<file path="config.mk">
export PLATFORM = sky130hd
export DESIGN_NAME = epu_out_packer
export DESIGN_NICKNAME = d
export VERILOG_FILES = /design/src/rtl/epu_out_packer.sv
export SDC_FILE = /design/constraint.sdc
export NUM_CORES = 1
export LEC_CHECK = 0
export ABC_CLOCK_PERIOD_IN_PS = 2300
export CORE_MARGIN = 1.5
export CORE_UTILIZATION = 25
export CTS_CLUSTER_SIZE = 20
export DETAILED_ROUTE_END_ITERATION = 16
export PLACE_DENSITY = 0.46
export REMOVE_ABC_BUFFERS = 1
export SLEW_MARGIN = 10
export SYNTH_ARGS = -nofsm -noshare
export SYNTH_HDL_FRONTEND = slang
export SYNTH_SLANG_ARGS = --single-unit
</file>
<file path="constraint.sdc">
create_clock -name CLK -period 2.3 [get_ports CLK]
set_clock_uncertainty 0.15 [all_clocks]
set_input_delay 0.46 -clock CLK [delete_from_list [all_inputs] [get_ports CLK]]
set_output_delay 0.46 -clock CLK [all_outputs]
set_load 0.01 [all_outputs]
</file>
<file path="src/rtl/epu_out_packer.sv">
// epu_out_packer: packs an 8-bit result stream little-endian into 32-bit
// words and writes them to consecutive SRAM word addresses on the EPU port.
// It pulses end_signal after the final write of a job.
//
// Handshake: a byte transfers on a rising CLK edge where res_valid and
// res_ready are both high. res_ready is high in RUN only and never depends
// on res_valid. There is no back-pressure inside RUN. The producer may hold
// res_valid low for any number of cycles without losing state.
module epu_out_packer #(
  parameter int ADDR_W = 12,
  parameter int LEN_W  = 15
) (
  input  logic              CLK,
  input  logic              RSTn,
  input  logic              start_signal,
  input  logic [ADDR_W-1:0] cfg_base,
  input  logic [LEN_W-1:0]  cfg_len,
  input  logic              res_valid,
  input  logic [7:0]        res_data,
  output logic              res_ready,
  output logic [ADDR_W-1:0] A_epu,
  output logic [3:0]        WEB_epu,
  output logic [31:0]       DI_epu,
  output logic              end_signal,
  output logic              busy,
  output logic [1:0]        dbg_state
);

  typedef enum logic [1:0] {
    IDLE  = 2'd0,
    RUN   = 2'd1,
    FLUSH = 2'd2,
    DONE  = 2'd3
  } state_e;

  state_e            state_q, state_d;
  logic [ADDR_W-1:0] addr_q, addr_d;
  logic [LEN_W-1:0]  remain_q, remain_d;
  logic [1:0]        lane_q, lane_d;
  logic [31:0]       pack_q, pack_d;
  logic [ADDR_W-1:0] a_q, a_d;
  logic [3:0]        web_q, web_d;
  logic [31:0]       di_q, di_d;
  logic [31:0]       word;

  // State and port registers; reset forces the SRAM port idle immediately
  always_ff @(posedge CLK or negedge RSTn) begin
    if (!RSTn) begin
      state_q  <= IDLE;
      addr_q   <= '0;
      remain_q <= '0;
      lane_q   <= '0;
      pack_q   <= '0;
      a_q      <= '0;
      web_q    <= 4'b1111;
      di_q     <= '0;
    end else begin
      state_q  <= state_d;
      addr_q   <= addr_d;
      remain_q <= remain_d;
      lane_q   <= lane_d;
      pack_q   <= pack_d;
      a_q      <= a_d;
      web_q    <= web_d;
      di_q     <= di_d;
    end
  end

  // Next-state and datapath; WEB defaults to idle so a write lasts one cycle
  always_comb begin
    state_d  = state_q;
    addr_d   = addr_q;
    remain_d = remain_q;
    lane_d   = lane_q;
    pack_d   = pack_q;
    a_d      = a_q;
    web_d    = 4'b1111;
    di_d     = di_q;
    // Current word with the incoming byte merged into its lane.
    word                      = pack_q;
    word[{lane_q, 3'b000} +: 8] = res_data;

    case (state_q)
      IDLE: begin
        if (start_signal) begin
          addr_d   = cfg_base;
          remain_d = cfg_len;
          lane_d   = 2'd0;
          pack_d   = '0;
          state_d  = (cfg_len != '0) ? RUN : DONE;
        end
      end
      RUN: begin
        if (res_valid) begin
          remain_d = remain_q - LEN_W'(1);
          if (lane_q == 2'd3 || remain_q == LEN_W'(1)) begin
            // Word complete or job ends. Write the whole word; unfilled lanes stay zero.
            a_d    = addr_q;
            web_d  = 4'b0000;
            di_d   = word;
            addr_d = addr_q + ADDR_W'(1);
            lane_d = 2'd0;
            pack_d = '0;
          end else begin
            lane_d = lane_q + 2'd1;
            pack_d = word;
          end
          if (remain_q == LEN_W'(1)) begin
            state_d = FLUSH;
          end
        end
      end
      FLUSH:   state_d = DONE;
      DONE:    state_d = IDLE;
      default: state_d = IDLE;
    endcase
  end

  assign res_ready  = (state_q == RUN);
  assign end_signal = (state_q == DONE);
  assign busy       = (state_q != IDLE);
  assign A_epu      = a_q;
  assign WEB_epu    = web_q;
  assign DI_epu     = di_q;
  assign dbg_state  = state_q;

endmodule

</file>
==> run summary <==
# Max-Cap Violations: 0
Final nets: 716
Slew Limit Fails: 0
Post-synth EDFFs: 0
Critical path arrival: 2.51 ns
Placed wire-length estimate: 10700 microns
Min Tclk post-route: 2.42 ns
CP endpoint kind: flop
Final Hold Vio Count: 0
H-tree levels: 3
Cell Int Power: 5130 uW
Vias in the first global route: 4690
Peak supply drop: 0.000440 V
IO Pins: 92
WL final: 16000 microns
Pre-CTS setup slack: -0.293 ns
Die area: 0.0226 sq mm
Final worst-path cycle share: 105%
Final Non-Filler Cells: 943
Cts bufs inserted: 9
# fillers: 2114
Post-route DRC: 0
Setup_tns: -2.99 ns
Clk root buf: clkbuf_16
Endpoints failing setup: 63
Final setup margin: -0.119 ns
Met3 Wirelength: 727 microns
Clock share of power: 18.8%
Die width: 150 microns
Share of cells above drive strength 1: 21.4%
CTS tree: done
Asr flop ratio synth: 100%
Initial drt markers: 184
Area delta synth->final: 41.4%
Sequential area share after synthesis: 49.9%
Drt first pass iters: 4
Vias per cell: 4.81
Syn_area_per_cell: 10.1 sq um
Net Sw Frac: 39.0%
Row cnt: 53
Tot GR Track Use: 14.4%
Grt ovf: 0
Ys flop type: dfrtp_1
Leak pwr: 0.00332 uW
Register share of total power: 32.2%
First-pass GRT wire length: 25100 microns
Final ANT Viol Nets: 0
Routed met1 length: 7590 microns
Cell area after layout: 0.00766 sq mm
Core ar.: 0.0212 sq mm
Power per Cell Area: 1100 mW/mm^2
Antenna violations before repair: 0
Max-Slew Margin vs Limit: 55.8%
Worst-skew pair later-pin latency: 0.35 ns
Failing checks: negative setup slack
Fmax: 413 MHz
Mapped cell area: 0.00542 sq mm
WL met2: 7610 microns
Post-DP Area: 0.00692 sq mm
Clk slew on worst S/H paths: 0.07 ns
DR top layer: met4
Starting Density: 25.6%
Dpl cells: 912
Worst Max-Slew Pin Slew: 0.660 ns
Largest net degree at the start of global routing: 48
Die Ht: 150 microns
Synth cell types: 58
Final core utilization: 36.2%
Global placement routability congestion: 0.836
Unrepaired setup endpoints after global routing: yes
Net switching power: 3280 uW
Via count: 4540
Cell count after synthesis: 539
WL per Instance: 17.0 microns
CP required: 2.39 ns
I/O Buffers: 91
Logic pwr share: 49.0%
Hold Crit Class: flop to flop
CP Class: flop to flop
Antenna Cells: 0
Critical Path Fanout Max: 11
Status: finished with violations
CTS Sinks: 108
Synth Warn #: 0
Worst Setup Start Kind: flop
Synth Register Bits: 108
Maximum buffer depth of the clock tree: 2
[timing repair]
| item | CTS | global route |
|---|---|---|
| hold endpoints to repair | 19 | 0 |
| pin swaps | 35 | 23 |
| setup buffers | 7 | 3 |
| cloned | 2 | 3 |
| hold buffers | 1 | 0 |
| setup endpoints to repair | 96 | 96 |
| resized for setup | 39 | 65 |
[flip-flops by register name (all words and copies together) (netlist names)]
signal     count
addr_q        12
A_epu         12
DI_epu        32
lane_q         2
dbg_state      2
pack_q        32
remain_q      15
WEB_epu        1
[routing by layer]
| layer | vias up | GRT usage [%] |
|---|---|---|
| met1 | 2234 | 19.8 |
| met5 | - | 0 |
| met4 | 0 | 3.28 |
| li1 | 2201 | - |
| met3 | 9 | 2.97 |
| met2 | 96 | 23.3 |
[critical path, stage by stage, from the launching register on]
cell	delay (ns)
dfrtp_1	0.38
or4_4	0.57
o41ai_4	0.36
buf_4	0.19
nand3_4	0.17
buf_16	0.21
mux2_2	0.27
[cells in the mapped netlist (5+ instances only)]
library cell,instances,area [sq um]
o21ai_0,51,255
nand3_1,10,50.1
a22oi_1,10,75.1
buf_1,7,26.3
a22o_1,32,280
clkbuf_1,26,97.6
nor4_1,8,50.1
nand4_1,5,31.3
nor2_1,16,60.1
nor3_1,6,30.0
ha_1,14,175
mux2_2,12,135
dfrtp_1,107,2680
a21oi_1,47,235
buf_2,7,35.0
mux2i_1,20,200
nor2b_1,36,225
inv_1,8,30.0
and3_1,6,37.5
nand2_1,49,184
[final timing paths]
path,start,end,slack (ns),depth (start not counted)
max in group asynchronous,RSTn,WEB_epu[2],0.94,3
worst min register to register,remain_q[9],remain_q[9],0.33,1
worst max-delay path,remain_q[10],A_epu[3],-0.12,6
worst max register to register,remain_q[10],A_epu[3],-0.12,6
min in group asynchronous,RSTn,dbg_state[1],0.42,2
worst min-delay path,remain_q[9],remain_q[9],0.33,1
[per-stage QoR]
stage          hold WS [ns]  power, uW
2_1_floorplan        0.0144       4700
3_3_place_gp          0.239       6370
3_5_place_dp          0.238       6430
4_1_cts               0.332       8310
5_1_grt               0.358       9020
6_report              0.328       8410
[layout by cell type, fill, tap and decap left out, types with 3 or more instances in the layout]
cell,Yosys,routed
o22ai_1,4,4
mux2i_1,20,20
nand4_1,5,5
clkdlybuf4s50_1,0,89
and2_4,0,4
a21oi_1,47,47
nand2b_1,4,4
o21ai_2,4,8
nand2_1,49,39
and3_1,6,5
o21ai_4,0,4
inv_2,0,3
buf_6,0,5
nor3_1,6,5
nor4_1,8,8
dfrtp_1,107,107
nand3_1,10,7
nor2_1,16,15
a32oi_1,3,3
o21ai_0,51,19
a22oi_1,10,10
clkbuf_16,0,11
mux2_2,12,12
nor2b_1,36,36
nand2_2,0,7
inv_1,8,4
o21ai_1,0,24
buf_4,3,50
nand3_2,1,3
ha_1,14,11
nand2_4,0,3
buf_12,0,6
a22o_1,32,32
[layout make-up]
class                   count  area (sq um)  share of cell area (%)
repair buffers            156          1570                    20.5
well taps                 275           344                    4.49
inverters                   9          36.3                   0.473
clock buffers              11           233                    3.04
flip-flops and latches    108          2700                    35.3
multi-input cells         379          2720                    35.4
clock inverters             5          60.1                   0.784
[power groups by stage]
stage                     Clock (uW)  Sequential [uW]  Combinational (uW)
final                           1580             2710                4120
after global placement             0             2720                3650
after detailed placement           0             2730                3700
after floorplan                    0             2750                1950
after global routing            1710             2780                4530
after CTS                       1640             2690                3970
[logic make-up after synthesis]
group                    Yosys count  share of synthesized area, %
AO/OA/AOI/OAI                    171                          20.6
AND/OR/NAND/NOR                  162                          16.1
flip-flops                       108                          49.9
buffers and inverters             52                          3.97
multiplexers                      32                          6.19
adder cells (fa/ha/maj)           14                          3.23
(Power assumes the default switching activity.)
